$ cat src/rtl/alu_pkg.sv
// Shared constants for the ALU issue controller: ALU opcodes, operand modes,
// MIPS primary opcode / funct encodings and the decoded control word.
package alu_pkg;

    typedef enum logic [3:0] {
        ALU_ADD = 4'b0000,
        ALU_SUB = 4'b0001,
        ALU_AND = 4'b0010,
        ALU_OR  = 4'b0011,
        ALU_SLL = 4'b0100,
        ALU_SRL = 4'b0101,
        ALU_SRA = 4'b0110,
        ALU_GT  = 4'b0111,
        ALU_LT  = 4'b1000
    } alu_op_e;

    localparam logic [1:0] MODE_UNSIGNED = 2'b00;
    localparam logic [1:0] MODE_SIGNED   = 2'b01;

    // Primary opcodes
    localparam logic [5:0] OP_RTYPE = 6'h00;
    localparam logic [5:0] OP_BEQ   = 6'h04;
    localparam logic [5:0] OP_BNE   = 6'h05;
    localparam logic [5:0] OP_ADDI  = 6'h08;
    localparam logic [5:0] OP_ADDIU = 6'h09;
    localparam logic [5:0] OP_SLTI  = 6'h0A;
    localparam logic [5:0] OP_SLTIU = 6'h0B;
    localparam logic [5:0] OP_ANDI  = 6'h0C;
    localparam logic [5:0] OP_ORI   = 6'h0D;
    localparam logic [5:0] OP_LW    = 6'h23;
    localparam logic [5:0] OP_SW    = 6'h2B;

    // R-type funct codes
    localparam logic [5:0] FN_SLL  = 6'h00;
    localparam logic [5:0] FN_SRL  = 6'h02;
    localparam logic [5:0] FN_SRA  = 6'h03;
    localparam logic [5:0] FN_ADD  = 6'h20;
    localparam logic [5:0] FN_ADDU = 6'h21;
    localparam logic [5:0] FN_SUB  = 6'h22;
    localparam logic [5:0] FN_SUBU = 6'h23;
    localparam logic [5:0] FN_AND  = 6'h24;
    localparam logic [5:0] FN_OR   = 6'h25;
    localparam logic [5:0] FN_SLT  = 6'h2A;
    localparam logic [5:0] FN_SLTU = 6'h2B;
    localparam logic [5:0] FN_SGT  = 6'h2C;
    localparam logic [5:0] FN_SGTU = 6'h2D;

    // One decoded ALU control word as held in the issue FIFO
    typedef struct packed {
        alu_op_e     opcode;
        logic [1:0]  mode;
        logic [4:0]  shamt;
        logic        src_imm;
        logic        illegal;
    } alu_word_t;

endpackage

$ cat src/rtl/alu_issue_decode.sv
// Combinational MIPS op/funct decoder producing one ALU control word.
// Unlisted encodings decode as unsigned add with the raw illegal flag set;
// the top decides whether that flag is honoured.
module alu_issue_decode
    import alu_pkg::*;
(
    input  logic [5:0] instr_op,
    input  logic [5:0] instr_funct,
    input  logic [4:0] instr_shamt,
    output alu_word_t  word
);

    // Decode the opcode (and funct for R-type) into opcode/mode/shamt/source
    always_comb begin
        word.opcode  = ALU_ADD;
        word.mode    = MODE_UNSIGNED;
        word.shamt   = 5'd0;
        word.src_imm = 1'b0;
        word.illegal = 1'b0;
        if (instr_op == OP_RTYPE) begin
            case (instr_funct)
                FN_ADD:  begin word.opcode = ALU_ADD; word.mode = MODE_SIGNED; end
                FN_ADDU: word.opcode = ALU_ADD;
                FN_SUB:  begin word.opcode = ALU_SUB; word.mode = MODE_SIGNED; end
                FN_SUBU: word.opcode = ALU_SUB;
                FN_AND:  word.opcode = ALU_AND;
                FN_OR:   word.opcode = ALU_OR;
                FN_SLL:  begin word.opcode = ALU_SLL; word.shamt = instr_shamt; end
                FN_SRL:  begin word.opcode = ALU_SRL; word.shamt = instr_shamt; end
                FN_SRA:  begin word.opcode = ALU_SRA; word.shamt = instr_shamt; end
                FN_SLT:  begin word.opcode = ALU_LT;  word.mode = MODE_SIGNED; end
                FN_SLTU: word.opcode = ALU_LT;
                FN_SGT:  begin word.opcode = ALU_GT;  word.mode = MODE_SIGNED; end
                FN_SGTU: word.opcode = ALU_GT;
                default: word.illegal = 1'b1;
            endcase
        end else begin
            case (instr_op)
                OP_ADDI:  begin word.opcode = ALU_ADD; word.mode = MODE_SIGNED; word.src_imm = 1'b1; end
                OP_ADDIU: begin word.opcode = ALU_ADD; word.src_imm = 1'b1; end
                OP_ANDI:  begin word.opcode = ALU_AND; word.src_imm = 1'b1; end
                OP_ORI:   begin word.opcode = ALU_OR;  word.src_imm = 1'b1; end
                OP_SLTI:  begin word.opcode = ALU_LT;  word.mode = MODE_SIGNED; word.src_imm = 1'b1; end
                OP_SLTIU: begin word.opcode = ALU_LT;  word.src_imm = 1'b1; end
                OP_LW:    begin word.opcode = ALU_ADD; word.src_imm = 1'b1; end
                OP_SW:    begin word.opcode = ALU_ADD; word.src_imm = 1'b1; end
                OP_BEQ:   word.opcode = ALU_SUB;
                OP_BNE:   word.opcode = ALU_SUB;
                default:  word.illegal = 1'b1;
            endcase
        end
    end

endmodule

$ cat src/rtl/alu_issue_ctrl.sv
// ALU issue controller: decodes MIPS instructions and buffers the resulting
// ALU control words in a 2-entry FIFO with valid/ready handshakes on both sides.
// Optional feature: define ALU_ISSUE_ILLEGAL_TRAP_EN to report undecodable
// instructions on illegal / illegal_sticky; otherwise both are tied low.
module alu_issue_ctrl
    import alu_pkg::*;
(
    input  logic       clk,
    input  logic       rst_n,
    input  logic       in_valid,
    output logic       in_ready,
    input  logic [5:0] instr_op,
    input  logic [5:0] instr_funct,
    input  logic [4:0] instr_shamt,
    output logic       out_valid,
    input  logic       out_ready,
    output logic [3:0] alu_opcode,
    output logic [1:0] alu_mode,
    output logic [4:0] alu_shamt,
    output logic       alu_src_imm,
    output logic       illegal,
    output logic       illegal_sticky,
    input  logic       clr_illegal
);

`ifdef ALU_ISSUE_ILLEGAL_TRAP_EN
    localparam logic TRAP_EN = 1'b1;
`else
    localparam logic TRAP_EN = 1'b0;
`endif

    alu_word_t  dec_word;
    alu_word_t  head_word;
    alu_word_t  mem_q [2];
    alu_word_t  mem_d [2];
    logic       wr_ptr_q, wr_ptr_d;
    logic       rd_ptr_q, rd_ptr_d;
    logic [1:0] count_q, count_d;
    logic       ready_en_q, ready_en_d;
    logic       sticky_q, sticky_d;
    logic       push, pop, full;

    alu_issue_decode u_decode (
        .instr_op    (instr_op),
        .instr_funct (instr_funct),
        .instr_shamt (instr_shamt),
        .word        (dec_word)
    );

    // Handshakes and gated outputs; the FIFO head is only visible while valid
    always_comb begin
        full           = (count_q == 2'd2);
        in_ready       = ready_en_q & ~full;
        out_valid      = (count_q != 2'd0);
        push           = in_valid & in_ready;
        pop            = out_valid & out_ready;
        head_word      = mem_q[rd_ptr_q];
        alu_opcode     = out_valid ? head_word.opcode  : 4'd0;
        alu_mode       = out_valid ? head_word.mode    : 2'd0;
        alu_shamt      = out_valid ? head_word.shamt   : 5'd0;
        alu_src_imm    = out_valid ? head_word.src_imm : 1'b0;
        illegal        = out_valid & head_word.illegal & TRAP_EN;
        illegal_sticky = sticky_q & TRAP_EN;
    end

    // Next-state for FIFO storage, pointers, occupancy and sticky flag
    always_comb begin
        mem_d      = mem_q;
        wr_ptr_d   = wr_ptr_q;
        rd_ptr_d   = rd_ptr_q;
        count_d    = count_q;
        ready_en_d = 1'b1;
        sticky_d   = sticky_q;
        if (push) begin
            mem_d[wr_ptr_q] = dec_word;
            wr_ptr_d        = ~wr_ptr_q;
        end
        if (pop) begin
            rd_ptr_d = ~rd_ptr_q;
        end
        case ({push, pop})
            2'b10:   count_d = count_q + 2'd1;
            2'b01:   count_d = count_q - 2'd1;
            default: count_d = count_q;
        endcase
        if (clr_illegal) begin
            sticky_d = 1'b0;
        end
        if (pop && head_word.illegal && TRAP_EN) begin
            sticky_d = 1'b1;
        end
    end

    // State registers; reset empties the FIFO and holds off in_ready until the first edge
    always_ff @(posedge clk or negedge rst_n) begin
        if (!rst_n) begin
            mem_q[0]   <= '0;
            mem_q[1]   <= '0;
            wr_ptr_q   <= 1'b0;
            rd_ptr_q   <= 1'b0;
            count_q    <= 2'd0;
            ready_en_q <= 1'b0;
            sticky_q   <= 1'b0;
        end else begin
            mem_q      <= mem_d;
            wr_ptr_q   <= wr_ptr_d;
            rd_ptr_q   <= rd_ptr_d;
            count_q    <= count_d;
            ready_en_q <= ready_en_d;
            sticky_q   <= sticky_d;
        end
    end

endmodule

$ cat config.mk
export PLATFORM = sky130hd
export DESIGN_NAME = alu_issue_ctrl
export DESIGN_NICKNAME = d
export VERILOG_FILES = /design/src/rtl/alu_pkg.sv /design/src/rtl/alu_issue_decode.sv /design/src/rtl/alu_issue_ctrl.sv
export SDC_FILE = /design/constraint.sdc
export NUM_CORES = 1
export LEC_CHECK = 0
export ABC_AREA = 1
export CAP_MARGIN = 10
export CORE_UTILIZATION = 45
export DETAILED_ROUTE_END_ITERATION = 6
export PLACE_DENSITY = 0.71
export SETUP_SLACK_MARGIN = 0.05
export SLEW_MARGIN = 20
export SYNTH_ARGS = -nofsm -noshare
export SYNTH_HDL_FRONTEND = slang
export SYNTH_HIERARCHICAL = 1
export SYNTH_SLANG_ARGS = --single-unit
export TNS_END_PERCENT = 5
$ cat constraint.sdc
create_clock -name clk -period 1.8 [get_ports clk]
set_input_delay 0.27 -clock clk [delete_from_list [all_inputs] [get_ports clk]]
set_output_delay 0.27 -clock clk [all_outputs]
set_load 0.05 [all_outputs]
Yosys cells after proc, flatten, opt, wreduce, memory -nomap -nowiden:

Index checks and enable logic that the tools add are counted.

* flip-flop bits (word level): 31
* bits in latches: 0
* memory bits (writable): 0
* ROM bits: 0
* bits of input ports: 22
* output and inout bits: 16
* logic and storage cells: 91
* memories kept: 0

* add/sub/neg operators: 2
* $mul: 0
* div/mod/pow operators: 0
* $lt $le $gt $ge: 3
* equal/unequal tests: 25
* shifts and indexed selects: 0
* muxes and demuxes: 23
* bitwise logic cells: 8
* reductions and logical operators: 16

Operators with widths (count)
* 6-bit equality test, second input constant: 12
* 13-bit 2-to-1 mux: 4
* 6-bit by 4-bit equality test with 1-bit output, second input constant: 6
* 4-bit one-hot mux with 8 select lines: 1
* 26-bit bitwise mux: 1
* 4-bit one-hot mux with 4 select lines: 1
* 5-bit 2-to-1 mux: 3
* 13-bit demux with 1-bit select: 1
* 13-bit OR reduction: 1
* 6-bit by 2-bit equality test with 1-bit output, second input constant: 2
* 6-bit by 3-bit equality test with 1-bit output, second input constant: 2
* 6-bit logical NOT: 2
* 2-bit OR reduction: 6
* 10-bit OR reduction: 1
* 1-bit 2-to-1 mux: 8
* 8-bit OR reduction: 1
* 6-bit 2-to-1 mux: 1
* 2-bit equality test, second input constant: 2
* 2-bit greater-or-equal comparator, second input constant: 2
* 4-bit 2-to-1 mux: 1
* 1-bit inverter with 2-bit output: 2
* 2-bit one-hot mux with 2 select lines: 1
* 2-bit nonzero test: 2
* 4-bit OR reduction: 1
* other kinds (9): 13

Longest topological paths before layout:

* depth in word-level cells: 6
* gate-level depth with buffers: 9
* gate-level depth less buffers: 9

Cells and area by module:

The synthesis kept the hierarchy.

Modules (own cells, without submodules)
* alu_issue_ctrl: instances 1, cells each 177, area each 1487.7 um2, sequential area each 725.7 um2
* alu_issue_decode: instances 1, cells each 77, area each 390.4 um2, sequential area each 0.0 um2

Worst setup path after synthesis:

OpenSTA, ideal clock, no wires.

* path type: register to output
* start point: register rd_ptr_q
* end point: output port alu_mode[0]
* arrival time: 1467 ps
* required time: 1530 ps
* slack: 63 ps
* cell stages (with the launch flop): 5
* buffers on the path: 1
* cell sequence: dfrtp_1 inv_1 buf_2 nand2_1 a21oi_1

* longest elaborated chain between the ends: 5

RTL lines
* start, declared: RTL line alu_issue_ctrl.sv:37 `logic rd_ptr_q, rd_ptr_d;`
* start signal, assigned: RTL line alu_issue_ctrl.sv:107 `rd_ptr_q <= rd_ptr_d;`
* 1-bit inverter with 2-bit output (implied by the code): RTL line alu_issue_ctrl.sv:57 `head_word = mem_q[rd_ptr_q];`
* 13-bit 2-to-1 mux (implied by the code) (3 in series): RTL line alu_issue_ctrl.sv:57
* 2-bit 2-to-1 mux: RTL line alu_issue_ctrl.sv:59 `alu_mode = out_valid ? head_word.mode : 2'd0;`
* end, declared: RTL line alu_issue_ctrl.sv:18 `output logic [1:0] alu_mode,`

Every way passes these cells. The select of a mux whose other input is x is not followed.

Worst setup path after layout:

* start point: register rd_ptr_q
* end point: output port alu_opcode[1]

* longest elaborated chain between the ends: 5

RTL lines
* 1-bit inverter with 2-bit output (implied by the code): RTL line alu_issue_ctrl.sv:57
* 13-bit 2-to-1 mux (implied by the code) (3 in series): RTL line alu_issue_ctrl.sv:57
* 4-bit 2-to-1 mux: RTL line alu_issue_ctrl.sv:58 `alu_opcode = out_valid ? head_word.opcode : 4'd0;`
* end, declared: RTL line alu_issue_ctrl.sv:17 `output logic [3:0] alu_opcode,`

Every way passes these cells. The select of a mux whose other input is x is not followed.

==> impl_metrics.tcl <==
set metrics [dict create \
    grt_pass1_vias 1619 \
    crit_top_cell "buf_4" \
    area_delta_synth_final_pct 22.0 \
    skew_ps 3.50 \
    syn_inst 246 \
    final.period_utilization_pct 96.2 \
    grt_max_degree 30 \
    r2r_slack_ps 380 \
    crit_path_top_delay_cell "dfrtp_1" \
    cts_tree "yes" \
    dr.pass1.iters 4 \
    finalSetupViolCount 0 \
    arrival_ps 1460 \
    postCtsSetupBuffers 0 \
    drv_slew 0 \
    cpPeakStageDelay_ps 390 \
    drive_gt1_share_pct 19.0 \
    antenna_found_initial 0 \
    vias 1680 \
    grt_pass1_wl_mm 7.12 \
    io_buffers 34 \
    avgSynthCellArea_um2 7.48 \
    internal_power_mw 1.37 \
    dp.final_hpwl_mm 2.85 \
    place.gp.congestion 0.752 \
    place_area_um2 2150 \
    hold_viol_final 0 \
    setup_tns_ps 0 \
    power_frac_seq_pct 36.7 \
    clock_tree.buffer_depth 2 \
    maxSlewHeadroom_pct 64.8 \
    crit_type "flop to output port" \
    cp-start-kind "flop" \
    crit_chain "buf_4 -> nand2_1 -> a21oi_1 -> buf_4" \
    start_util_pct 48.5 \
    hp-class "primary input to asynchronous set/reset pin" \
    boundaryPins 38 \
    wl_per_cell_um 12.4 \
    ant_nets 0 \
    nets 306 \
    cts.sinks 29 \
    gr-total-overflow 0 \
    grtUsageTotal_pct 21.7 \
    power_density_nw_per_um2 1090 \
    cts_hold_buf 0 \
    num_rows 22 \
    cts_root_buf "clkbuf_8" \
    antenna-diode-count 0 \
    finalCriticalPeriod_ps 1730 \
    synth_area_um2 1840 \
    maxCapViolCount 0 \
    rsz0062_at_grt "true" \
    ir_drop_v 0.000632 \
    p_clk_share_pct 21.1 \
    routed_wl_mm 4.12 \
    dieArea_um2 4350 \
    drt_iter0_markers 114 \
    ys_warn_count 6 \
    power_frac_comb_pct 42.2 \
    netSwitchingPower_mw 1.08 \
    fmax_mhz 578 \
    drc 0 \
    worst_pin_slew_ps 528 \
    clk_latency_ps 280 \
    viasPerCell 5.06 \
    leakage_nw 1.11 \
    clk_pin_slew_worst_paths_ps 70 \
    die_h_um 66.0 \
    cts_buffers 5 \
    stdcell_area_um2 2250 \
    critPathRequiredTime_ps 1530 \
    core-area_um2 3800 \
    cts_max_level 2 \
    dieWidth_um 66.0 \
    switching_share_pct 43.9 \
    worst_setup_path_end_kind "output port" \
    status "finished clean" \
    critPathMaxFanout 13 \
]
==> per-stage QoR <==
stage	hold WS, ps	total power, mW	setup slack (ps)	utilization, %	cells
floorplan	-25.6	1.66	62.8	-	247
global placement	463	1.92	158	56.7	324
detailed placement	466	1.93	140	56.7	324
CTS	391	2.46	64.4	59.1	332
global route	411	2.61	43.5	59.1	332
finish	381	2.45	68.9	59.1	332
==> cell usage in the layout (no fill, tap or decap) <==
master           instances
nand2_1                100
dfrtp_1                 28
nand4_1                 27
buf_4                   23
clkdlybuf4s50_1         20
inv_1                   14
nor2_1                  12
a21oi_1                 12
nor2_2                   8
nand3_1                  5
clkbuf_8                 5
conb_1                   4
inv_2                    3
clkinvlp_4               2
xnor2_1                  2
clkinv_2                 2
nor2_4                   2
a21oi_4                  1
nand4_2                  1
xor2_1                   1
ha_1                     1
dfrtp_2                  1
buf_12                   1
nand3_4                  1
nand2_2                  1
o22ai_1                  1
o211ai_1                 1
a21oi_2                  1
nand3_2                  1
nor3_1                   1
o21ai_0                  1
o31ai_2                  1
==> final timing paths <==
path	start	endpoint	cells past startpoint
max	rd_ptr_q$_DFFE_PN0P_	alu_opcode[1]	4
min in group clk	mem_q[7]$_DFFE_PN0P_	mem_q[7]$_DFFE_PN0P_	2
min	rst_n	mem_q[4]$_DFFE_PN0P_	2
max in group asynchronous	rst_n	count_q[1]$_DFFE_PN0P_	2
min reg2reg	mem_q[7]$_DFFE_PN0P_	mem_q[7]$_DFFE_PN0P_	2
max reg2reg	wr_ptr_q$_DFFE_PN0N_	mem_q[19]$_DFFE_PN0P_	4
==> flip-flops by register name, summed over array words and instances, names as in the netlist <==
register and cells:
mem_q 24, count_q 2, rd_ptr_q 1, ready_en_q 1
wr_ptr_q 1
==> routing by layer <==
metal,vias up,track usage (%),wire [um]
met2,61,36.9,2000
met3,6,3.79,248
met1,748,26.5,1800
met4,0,10.1,70
li1,865,-,-
met5,-,0,0
==> area by class of cell <==
cell class / count / area, um^2
clock buffer: 5 / 68.8
timing repair buffer: 44 / 393
clock inverter: 3 / 17.5
sequential: 29 / 727
multi-input combinational: 185 / 908
inverter: 18 / 71.3
tap: 48 / 60.1
fill: 369 / 1550
==> power by group through the flow <==
| stage | registers, mW | clock network, mW | logic [mW] |
|---|---|---|---|
| 6_report | 0.899 | 0.517 | 1.04 |
| 5_1_grt | 0.917 | 0.560 | 1.14 |
| 4_1_cts | 0.893 | 0.528 | 1.04 |
| 3_5_place_dp | 0.898 | 0 | 1.04 |
| 3_3_place_gp | 0.893 | 0 | 1.03 |
| 2_1_floorplan | 0.855 | 0 | 0.800 |
==> repair_timing <==
action	4_1_cts	5_1_grt
gates resized for setup	1	1
pin swaps	0	0
endpoints found under the setup margin	2	3
hold endpoints to repair	0	0
cloned	0	0
==> critical path: cells and delay by family (launching register included) <==
kind	cells	cell delay (ps)
DFF	1	390
buffers and inverters	2	480
AOI/OAI and AO/OA	1	240
and+or+nand+nor	1	80
(Power assumes the default switching activity.)
